File: src/rtl/mem_access_unit.sv
// Load/store front end: turns one request into a single memory access and a one-cycle response.
// Optional macro MEM_ACCESS_MISALIGN_TRAP_EN: misaligned requests skip memory and respond with resp_misalign=1.
module mem_access_unit (
    input  logic        clk,
    input  logic        rstn,
    input  logic        req_valid,
    output logic        req_ready,
    input  logic        req_we,
    input  logic [1:0]  req_size,
    input  logic        req_unsigned,
    input  logic [31:0] req_addr,
    input  logic [31:0] req_wdata,
    output logic        mem_en,
    output logic [3:0]  mem_we,
    output logic [31:0] mem_addr,
    output logic [31:0] mem_wdata,
    input  logic [31:0] mem_rdata,
    input  logic        mem_ready,
    output logic        resp_valid,
    output logic [31:0] resp_rdata,
    output logic [2:0]  resp_extmode,
    output logic        resp_misalign
);

    typedef enum logic [1:0] {IDLE, ACCESS, RESP} state_t;

    state_t      state, state_n;
    logic        accept_c;
    logic        trap_c;
    logic [31:0] aligned_c;
    logic [3:0]  strobe_c;
    logic [31:0] wdata_c;
    logic [2:0]  ext_c;
    logic        we_q;
    logic [1:0]  off_q;
    logic [2:0]  ext_q;

    assign accept_c = req_valid && (state == IDLE);

`ifdef MEM_ACCESS_MISALIGN_TRAP_EN
    logic misalign_c;
    assign misalign_c = ((req_size == 2'b01) && req_addr[0]) ||
                        (req_size[1] && (req_addr[1:0] != 2'b00));
    assign trap_c     = accept_c && misalign_c;
`else
    assign trap_c = 1'b0;
`endif

    // Request decode: size-aligned address, strobes, replicated store data, extension mode
    always_comb begin
        aligned_c = req_addr;
        strobe_c  = 4'b0000;
        wdata_c   = req_wdata;
        ext_c     = 3'b000;
        case (req_size)
            2'b00: begin
                wdata_c = {4{req_wdata[7:0]}};
                ext_c   = req_unsigned ? 3'b010 : 3'b001;
            end
            2'b01: begin
                aligned_c[0] = 1'b0;
                wdata_c      = {2{req_wdata[15:0]}};
                ext_c        = req_unsigned ? 3'b100 : 3'b011;
            end
            default: aligned_c[1:0] = 2'b00;
        endcase
        if (req_we) begin
            ext_c = 3'b000;
            case (req_size)
                2'b00:   strobe_c = 4'b0001 << aligned_c[1:0];
                2'b01:   strobe_c = 4'b0011 << {aligned_c[1], 1'b0};
                default: strobe_c = 4'b1111;
            endcase
        end
    end

    always_ff @(posedge clk or negedge rstn) begin
        if (!rstn) state <= IDLE;
        else       state <= state_n;
    end

    always_comb begin
        state_n = state;
        case (state)
            IDLE:    if (accept_c) state_n = trap_c ? RESP : ACCESS;
            ACCESS:  if (mem_ready) state_n = RESP;
            RESP:    state_n = IDLE;
            default: state_n = IDLE;
        endcase
    end

    // Registered outputs follow the next state so they line up with it exactly
    always_ff @(posedge clk or negedge rstn) begin
        if (!rstn) begin
            req_ready    <= 1'b1;
            mem_en       <= 1'b0;
            mem_we       <= 4'b0000;
            mem_addr     <= 32'h0;
            mem_wdata    <= 32'h0;
            resp_valid   <= 1'b0;
            resp_rdata   <= 32'h0;
            resp_extmode <= 3'b000;
            we_q         <= 1'b0;
            off_q        <= 2'b00;
            ext_q        <= 3'b000;
        end else begin
            req_ready  <= (state_n == IDLE);
            mem_en     <= (state_n == ACCESS);
            resp_valid <= (state_n == RESP);
            if (accept_c) begin
                we_q      <= req_we;
                off_q     <= aligned_c[1:0];
                ext_q     <= ext_c;
                mem_addr  <= {aligned_c[31:2], 2'b00};
                mem_wdata <= wdata_c;
            end
            if (state_n != ACCESS) mem_we <= 4'b0000;
            else if (accept_c)     mem_we <= strobe_c;
            if ((state == ACCESS) && mem_ready) begin
                resp_rdata   <= we_q ? 32'h0 : (mem_rdata >> {off_q, 3'b000});
                resp_extmode <= ext_q;
            end else if (trap_c) begin
                resp_rdata   <= 32'h0;
                resp_extmode <= ext_c;
            end
        end
    end

`ifdef MEM_ACCESS_MISALIGN_TRAP_EN
    // Flag tracks the most recent response: set by a trap, cleared by a real access
    always_ff @(posedge clk or negedge rstn) begin
        if (!rstn)                              resp_misalign <= 1'b0;
        else if ((state == ACCESS) && mem_ready) resp_misalign <= 1'b0;
        else if (trap_c)                        resp_misalign <= 1'b1;
    end
`else
    assign resp_misalign = 1'b0;
`endif

endmodule

File: config.mk
export PLATFORM = sky130hd
export DESIGN_NAME = mem_access_unit
export DESIGN_NICKNAME = d
export VERILOG_FILES = /design/src/rtl/mem_access_unit.sv
export SDC_FILE = /design/constraint.sdc
export NUM_CORES = 1
export LEC_CHECK = 0
export BUFFER_PORTS_ARGS = -buffer_cell sky130_fd_sc_hd__buf_4
export CAP_MARGIN = 20
export CORE_MARGIN = 8
export CORE_UTILIZATION = 34
export CTS_BUF_LIST = sky130_fd_sc_hd__clkbuf_8
export CTS_CLUSTER_DIAMETER = 40
export DETAILED_ROUTE_END_ITERATION = 8
export SETUP_SLACK_MARGIN = 0.3
export SYNTH_ARGS = -nofsm -noshare
export SYNTH_HDL_FRONTEND = slang
export SYNTH_SLANG_ARGS = --single-unit
File: constraint.sdc
create_clock -name clk -period 4.55 [get_ports clk]
set_input_delay 0.91 -clock clk [delete_from_list [all_inputs] [get_ports clk]]
set_output_delay 0.91 -clock clk [all_outputs]
set_load 0.005 [all_outputs]
==> metrics.txt, run 1 <==
# clock sinks 112; Post-Synthesis Cell Area 4940 um2; final instance area 6830 um2; DP HPWL 11800 um; # rows 44; Synth area leaders dfrtp_1 56%, nand2_1 13%, mux2i_1 8.1%; maximum clock insertion buffer count 2; outcome finished, final reports clean; port bufs 207; layout cells sized above 1 0.374; Hold Fails Final Rpt 0; Num CTS Buffers 9; largest net degree at the start of global routing 78; total leakage power 3.54 nW; antenna cells 0; Hold-fix buffers, CTS 0; Startpoint Class input pin; Synth Register Bits 112; Reg clk slew, reported paths 110 ps; Pwr Density 545 nW/um2; Reg power frac 0.444; DRC 0; Slew HR 0.437; Final ANT Viol Nets 0; CTS Root Cell clkbuf_8; Final nets 771; Net Sw Frac 0.333; Clock Skew 9.74 ps; initial drt markers 216; # placed instances 839; cell taking the most area after synthesis dfrtp_1; Worst-Margin Slew 844 ps; final setup TNS 0 ps; Place WS 1960 ps; Initial Util 0.344; gr ovfl total 0; fmax 461 MHz; H-tree Lvls 3; RSZ-0062 raised after global routing no; Hold WC Path Type in2async; Routed WL 15800 um; first-pass GRT wire length 24400 um; Slew Limit Fails 0; synth warn 0; IR drop worst, VDD 0.233 mV; syn_area_per_cell 10.4 um2; vias per inst 4.88; R2R depth 4; CP max FO 44; initial antenna violation count 0; CTS tree done; Synth Instances 474; Final WS setup 2380 ps; Internal 2.49 mW; routability cong. 0.859; final setup fails 0; crit path time final 2170 ps; CTS resizes 0; I/O pin count 211; Synth cell types 37; 1st-pass router iterations 4; WL/cell 18.4 um; core area 14400 um2; Area after DPL 6610 um2; vias in the first global route 4354; CP arrival 2440 ps; postcts setup bufs 0; die area 18600 um2; gr usage total 0.169; Via Count 4181; ratio of final minimum period to clock period 0.477; Syn-to-layout area delta 38.3%; sequential-to-total area share from yosys stat 0.567; post-synth top area share 0.562; die width 137 um; CP Data Required Time 4810 ps; post-route insts no fill 856; Worst-Skew Late Latency 390 ps; net switching power 1.24 mW; Filler Cell Count 1376; logic gate share of total power 0.387; number of max-cap violations 0; Worst Setup End Kind register; kind of critical path in2reg; power share of the clock group 0.168; Die Span Y 137 um
## cell usage after synthesis
master,count
conb_1,1
or3b_1,1
buf_6,2
xnor2_1,1
o2bb2ai_1,7
inv_1,2
nor2_4,1
a211o_1,8
a22o_1,20
nor3b_1,1
nor3_1,1
nand2b_1,1
and3_1,1
nor2b_1,9
buf_1,1
o211a_1,1
clkbuf_1,13
or2_2,2
nand3b_1,1
o21ai_0,34
buf_4,6
o41ai_1,2
o22ai_1,1
buf_2,13
clkbuf_2,1
o41ai_2,1
nor2_1,2
dfstp_2,1
nor4_4,1
nor3b_2,1
mux2i_1,40
o21bai_1,1
nand2_1,165
mux2_2,11
or3_1,1
dfrtp_1,111
a32o_1,8
## power groups by stage
stage | Combinational [mW] | Clock [mW] | Sequential, mW
global route | 1.61 | 0.690 | 1.71
global placement | 1.45 | 0 | 1.66
finish | 1.44 | 0.626 | 1.66
floorplan | 0.580 | 0 | 1.65
CTS | 1.48 | 0.652 | 1.66
detailed placement | 1.48 | 0 | 1.67
## layer usage
metal  track usage  up-vias  share of wire
li1              -     1988              -
met1         0.210     1998           0.42
met2         0.256      182           0.45
met3        0.0709       13           0.11
met4        0.0641        0          0.014
met5             0        -              0
## worst paths after layout
| check | slack [ps] | endpoint | from |
|---|---|---|---|
| worst max-delay path | 2380 | mem_wdata[18] | req_valid |
| worst min-delay path | 470 | resp_rdata[27] | rstn |
| worst max register to register | 2550 | mem_wdata[18] | state[0] |
| worst min register to register | 480 | mem_addr[5] | mem_addr[5] |
| max in group asynchronous | 3130 | mem_wdata[25] | rstn |
| min in group clk | 480 | mem_addr[5] | mem_addr[5] |
## stage by stage
step	util	power [mW]	hold WS (ps)
after global placement	0.459	3.12	460
final	0.476	3.72	471
after detailed placement	0.460	3.15	460
after CTS	0.474	3.79	488
after global routing	0.476	4.01	481
after floorplan	-	2.23	439
## state kept, by name, indices dropped and copies added, names as in the netlist
register / flops
resp_extmode: 3
ext_q: 3
resp_valid: 1
off_q: 2
we_q: 1
resp_rdata: 32
mem_addr: 30
req_ready: 1
mem_we: 4
mem_en: 1
state: 2
mem_wdata: 32
## layout by cell type (no fill, tap or decap), drive strengths merged, types with 7 or more instances in the layout
| cell type | count |
|---|---|
| nand2 | 165 |
| o21ai | 34 |
| a32o | 8 |
| dfrtp | 111 |
| buf | 216 |
| a211o | 8 |
| nor2b | 9 |
| mux2i | 40 |
| mux2 | 11 |
| a22o | 20 |
| o2bb2ai | 7 |
| clkbuf | 11 |
## cells by family after synthesis
| logic type | share of synthesized area |
|---|---|
| AND/OR/NAND/NOR | 0.160 |
| buffers and inverters | 0.0400 |
| XOR/XNOR | 0.00177 |
| flip-flops | 0.567 |
| AO/OA/AOI/OAI | 0.124 |
| multiplexers | 0.106 |
| other | 0.000759 |
## cell type report
type / instances / area [um2] / share of cell area
clock buffer: 11 / 151 / 0.0222
sequential: 112 / 2800 / 0.410
clock inverter: 5 / 53.8 / 0.00787
inverter: 2 / 7.51 / 0.00110
timing repair buffer: 216 / 1630 / 0.239
multi-input combinational: 326 / 1950 / 0.286
tap: 184 / 230 / 0.0337
## worst max-delay path: stages
cell	delay, ps
buf_4	120
or3b_2	730
buf_4	490
o21ai_0	160
Power figures use the tool's default switching activity.
==> run 2: changes to the inputs <==
Clock period 4.55 ns to 2.2 ns, I/O delays scaled along.
==> run 2 against run 1 <==
- combinational power increased by 110%
- setup slack got worse by 2000 ps
- global-route usage decreased by 0.33 points
- clock power up 110%
- wire length fell by 1.2%
- clock-buffer cell count is 1 higher
- design area grew 1.1%
- hold slack worse by 270 ps
- critical path depth decreased by 1
- sequential share of layout area fell by 0.43 points
- sequential power increased by 110%
==> metrics.txt, run 2 (synthesis gave the netlist of run 1 again) <==
DP HPWL 11800 um (+0.22%); I/O pin count 211 (unchanged); Worst Setup End Kind register; Hold-fix buffers, CTS 1 (+1); initial drt markers 151 (-30%); 1st-pass router iterations 6 (+2); Hold Fails Final Rpt 0 (unchanged); gr usage total 0.165 (-0.00334); vias per inst 4.83 (-1.1%); maximum clock insertion buffer count 2 (unchanged); gr ovfl total 0 (unchanged); layout cells sized above 1 0.375 (+0.00167); Clock Skew 9.80 ps (+0.0663 ps); Filler Cell Count 1346 (-2.2%); # clock sinks 112 (unchanged); Syn-to-layout area delta 39.8%; max incr delay on CP 760 ps (+30 ps); critical path buffer and inverter count 1 (-1); Slew Limit Fails 0 (unchanged); die width 137 um (unchanged); Worst path slowest cell or3b_2; CP delay by family, top simple AND/OR/NAND/NOR gates; CP max FO 30 (-32%); WL/cell 18.1 um (-1.8%); Hold WC Path Type in2reg; Num CTS Buffers 9 (unchanged); CP Data Required Time 2500 ps (-2310 ps); Worst-Margin Slew 602 ps (-243 ps); ratio of final minimum period to clock period 0.819; # rows 44 (unchanged); Pwr Density 1120 nW/um2 (+110%); biggest regs mem_wdata (32), resp_rdata (32), mem_addr (30); Multi-input gate area 1950 um2 (unchanged); Worst-Skew Late Latency 380 ps (about the same); first-pass GRT wire length 23700 um (-2.7%); final setup fails 0 (unchanged); Final ANT Viol Nets 0 (unchanged); final setup TNS 0 ps (unchanged); CTS tree done; RSZ-0062 raised after global routing no; largest net degree at the start of global routing 52 (-33%); most frequent cells in the layout 216 x buf_4, 165 x nand2_1, 111 x dfrtp_1; Slew HR 0.599 (+0.162); crit path time final 1800 ps; antenna cells 0 (unchanged); Final nets 776 (+0.65%); hold wc startpoint req_valid; most common cell after layout, fill and taps aside buf_4; die area 18600 um2 (unchanged); Net Sw Frac 0.329 (-0.00372); number of max-cap violations 0 (unchanged); kind of critical path reg2reg; Internal 5.21 mW (+110%); vias in the first global route 4357 (+0.069%); net switching power 2.55 mW (+110%); Reg2Reg Launch Point state[0]; Worst Setup SP state[0]; IR drop worst, VDD 0.521 mV (+120%); Initial Util 0.344 (unchanged); fmax 555 MHz; postcts setup bufs 0 (unchanged); H-tree Lvls 3 (unchanged); total leakage power 3.58 nW (+1.0%); power share of the clock group 0.168 (about the same); register area 2800 um2 (unchanged); logic gate share of total power 0.392 (+0.005); initial antenna violation count 0 (unchanged); CTS Root Cell clkbuf_8; Die Span Y 137 um (unchanged); CP arrival 2100 ps (-340 ps); Reg clk slew, reported paths 100 ps (about the same); routability cong. 0.859 (about the same); port bufs 207 (unchanged); Reg power frac 0.440 (-0.004); Routed WL 15600 um (-1.2%); Hold Slack 201 ps (-270 ps); core area 14400 um2 (unchanged); crit-path cells or3b_2, buf_4, o21ai_0; Via Count 4159 (-0.53%); CTS resizes 0 (unchanged); DRC 0 (unchanged); Startpoint Class register; outcome finished, final reports clean
[run 2: power groups by stage]
stage / registers (mW) / logic, mW / clock network (mW)
after floorplan: 3.41 / 1.20 / 0
after global placement: 3.43 / 3.06 / 0
after detailed placement: 3.45 / 3.11 / 0
after CTS: 3.43 / 3.11 / 1.36
after global routing: 3.52 / 3.37 / 1.42
final: 3.42 / 3.04 / 1.31
[run 2: final timing paths]
path / end / slack [ps] / cells past startpoint
hold / removal: req_ready / 200 / 2
setup reg to reg: mem_wdata[18] / 400 / 3
max in group asynchronous: req_ready / 1000 / 3
hold reg to reg: mem_addr[5] / 480 / 2
min in group asynchronous: resp_rdata[28] / 520 / 2
setup / recovery: mem_wdata[18] / 400 / 3
[run 2: final cells by class]
| cell class | count | area share |
|---|---|---|
| Inverter | 2 | 0.00109 |
| Sequential cell | 112 | 0.406 |
| Clock buffer | 12 | 0.0239 |
| Multi-Input combinational cell | 326 | 0.283 |
| Tap cell | 184 | 0.0333 |
| Clock inverter | 4 | 0.00634 |
| Timing Repair Buffer | 221 | 0.247 |
[run 2: metal layers]
layer | routed length [um] | up-vias | track usage
li1 | - | 1997 | -
met1 | 6390 | 1974 | 0.195
met2 | 6970 | 172 | 0.254
met3 | 1960 | 16 | 0.0819
met4 | 255 | 0 | 0.0635
met5 | 0 | - | 0
[run 2: per-stage QoR]
step / setup slack, ps / power, mW / instances / instance area, um2 / util
floorplan: 740 / 4.61 / 476 / 4950 / -
global placement: 339 / 6.49 / 843 / 6680 / 0.465
detailed placement: 311 / 6.56 / 843 / 6680 / 0.465
CTS: 302 / 7.90 / 860 / 6900 / 0.480
global route: 303 / 8.31 / 861 / 6910 / 0.481
finish: 397 / 7.77 / 861 / 6910 / 0.481
[run 2: worst register-to-register path, stage by stage (launching register included)]
cell and delay, ps:
dfrtp_1 440, or3b_2 760, buf_4 320, o21ai_0 200
==> run 3: changes to the inputs <==
Clock period 2.2 ns to 1.75 ns, I/O delays scaled along.
==> run 3 against run 2 <==
- global-route usage up 1.3 points
- non-clock buffer count rose by 18
- sequential share of layout area decreased by 2.3 points
- flip-flop and latch count did not move
- hold slack got worse by 85 ps
- critical path type unchanged
- largest cell class unchanged
- highest routed layer unchanged
==> metrics.txt, run 3 (synthesis gave the netlist of run 1 again) <==
outcome finished, final reports clean; vias in the first global route 4598 (+5.5%); Hold WC Path Type in2reg; gr ovfl total 0 (unchanged); Hold Slack 116 ps (-85.1 ps); register area 2810 um2 (about the same); Filler Cell Count 1323 (-1.7%); DP HPWL 12300 um (+4.2%); antenna cells 0 (unchanged); most frequent cells in the layout 220 x buf_4, 163 x nand2_1, 110 x dfrtp_1; initial antenna violation count 0 (unchanged); maximum clock insertion buffer count 2 (unchanged); Hold Fails Final Rpt 0 (unchanged); die width 137 um (unchanged); Pwr Density 1420 nW/um2 (+26%); vias per inst 4.99 (+3.3%); R2R depth 4 (+1); final instance area 7330 um2 (+6.1%); kind of critical path reg2reg; reg2reg setup slack 230 ps (-170 ps); initial drt markers 186 (+23%); DRC 0 (unchanged); post-route insts no fill 879 (+2.1%); RSZ-0062 raised after global routing yes; Reg2Reg Launch Point state[1]; most common cell after layout, fill and taps aside buf_4; Multi-input gate area 2030 um2 (+3.8%); core area 14400 um2 (unchanged); layout cells sized above 1 0.419 (+0.0435); largest net degree at the start of global routing 40 (-23%); CTS tree done; CTS Root Cell clkbuf_8; Final ANT Viol Nets 0 (unchanged); number of max-cap violations 0 (unchanged); # clock sinks 112 (unchanged); total leakage power 3.78 nW (+5.7%); Die Span Y 137 um (unchanged); Reg clk slew, reported paths 100 ps (about the same); ratio of final minimum period to clock period 0.870 (+0.0501); CP arrival 1790 ps (-310 ps); CP Data Required Time 2020 ps (-480 ps); routability cong. 0.818 (-4.7%); Clock Skew 11.9 ps (+2.13 ps); Routed WL 17300 um (+11%); Hold Path Cell Cnt 2 (unchanged); # placed instances 850 (+0.83%); first-pass GRT wire length 25600 um (+7.7%); H-tree Lvls 3 (unchanged); 1st-pass router iterations 4 (-2); Num CTS Buffers 9 (unchanged); port bufs 207 (unchanged); I/O pin count 211 (unchanged); Area after DPL 6750 um2 (+1.2%); IR drop worst, VDD 0.708 mV (+36%); biggest regs mem_wdata (32), resp_rdata (32), mem_addr (30); gr usage total 0.178 (+0.0126); Via Count 4386 (+5.5%); fmax 657 MHz (+18%); Worst Setup SP state[1]; Worst-Skew Late Latency 380 ps (about the same); Worst Setup End Kind register; final setup TNS 0 ps (unchanged); final setup fails 0 (unchanged); Initial Util 0.344 (unchanged); die area 18600 um2 (unchanged); Final nets 794 (+2.3%); CP max FO 6 (-80%); hold wc startpoint req_valid; Slew Limit Fails 0 (unchanged); Startpoint Class register; Syn-to-layout area delta 48.3%; crit path time final 1520 ps (-281 ps); WL/cell 19.7 um (+8.8%); # rows 44 (unchanged)
[run 3: worst paths after layout]
kind                                       end
worst min-delay path                 req_ready
worst max-delay path                  ext_q[2]
worst min register to register    mem_addr[22]
min in group asynchronous       resp_rdata[11]
worst max register to register        ext_q[2]
max in group asynchronous          mem_addr[7]
[run 3: worst max-delay path, cell delays in order (launching register included)]
cell and delay (ps):
dfrtp_1 400, buf_6 130, or3b_4 510, buf_12 190, o41ai_2 190
[run 3: layout make-up]
type / instances / share of cell area
Clock inverter: 5 / 0.0108
Clock buffer: 11 / 0.0207
Tap cell: 184 / 0.0314
Multi-Input combinational cell: 326 / 0.277
Sequential cell: 112 / 0.383
Timing Repair Buffer: 239 / 0.277
Inverter: 2 / 0.00102
[run 3: repair_timing]
item                                    CTS  global route
hold buffers                              1             0
resized for setup                         9            32
gates cloned                              2             5
hold endpoints to repair                 22             0
buffers inserted                          4             1
pin swaps                                 1             8
endpoints found under the setup margin   97            91
[run 3: where the power goes]
part           leakage (nW)  switching [mW]  internal (mW)  total, mW
Combinational          2.25            1.87           2.45       4.32
Clock                 0.119           0.875          0.883       1.76
Sequential             1.41           0.673           3.63       4.30
Total                  3.78            3.42           6.96       10.4
[run 3: routing by layer]
metal / up-vias / share of wire / GRT usage / wire [um]
met1: 2126 / 0.40 / 0.214 / 6930
li1: 2046 / - / - / -
met5: - / 0 / 0 / 0
met3: 16 / 0.12 / 0.0811 / 2100
met2: 198 / 0.46 / 0.276 / 8000
met4: 0 / 0.015 / 0.0628 / 259
[run 3: per-stage QoR]
| step | setup WS [ps] | util | total power [mW] |
|---|---|---|---|
| 6_report | 228 | 0.510 | 10.4 |
| 3_5_place_dp | -66.6 | 0.470 | 8.34 |
| 3_3_place_gp | -26.2 | 0.470 | 8.23 |
| 5_1_grt | 192 | 0.510 | 11.1 |
| 2_1_floorplan | 329 | - | 5.80 |
| 4_1_cts | 228 | 0.496 | 10.3 |
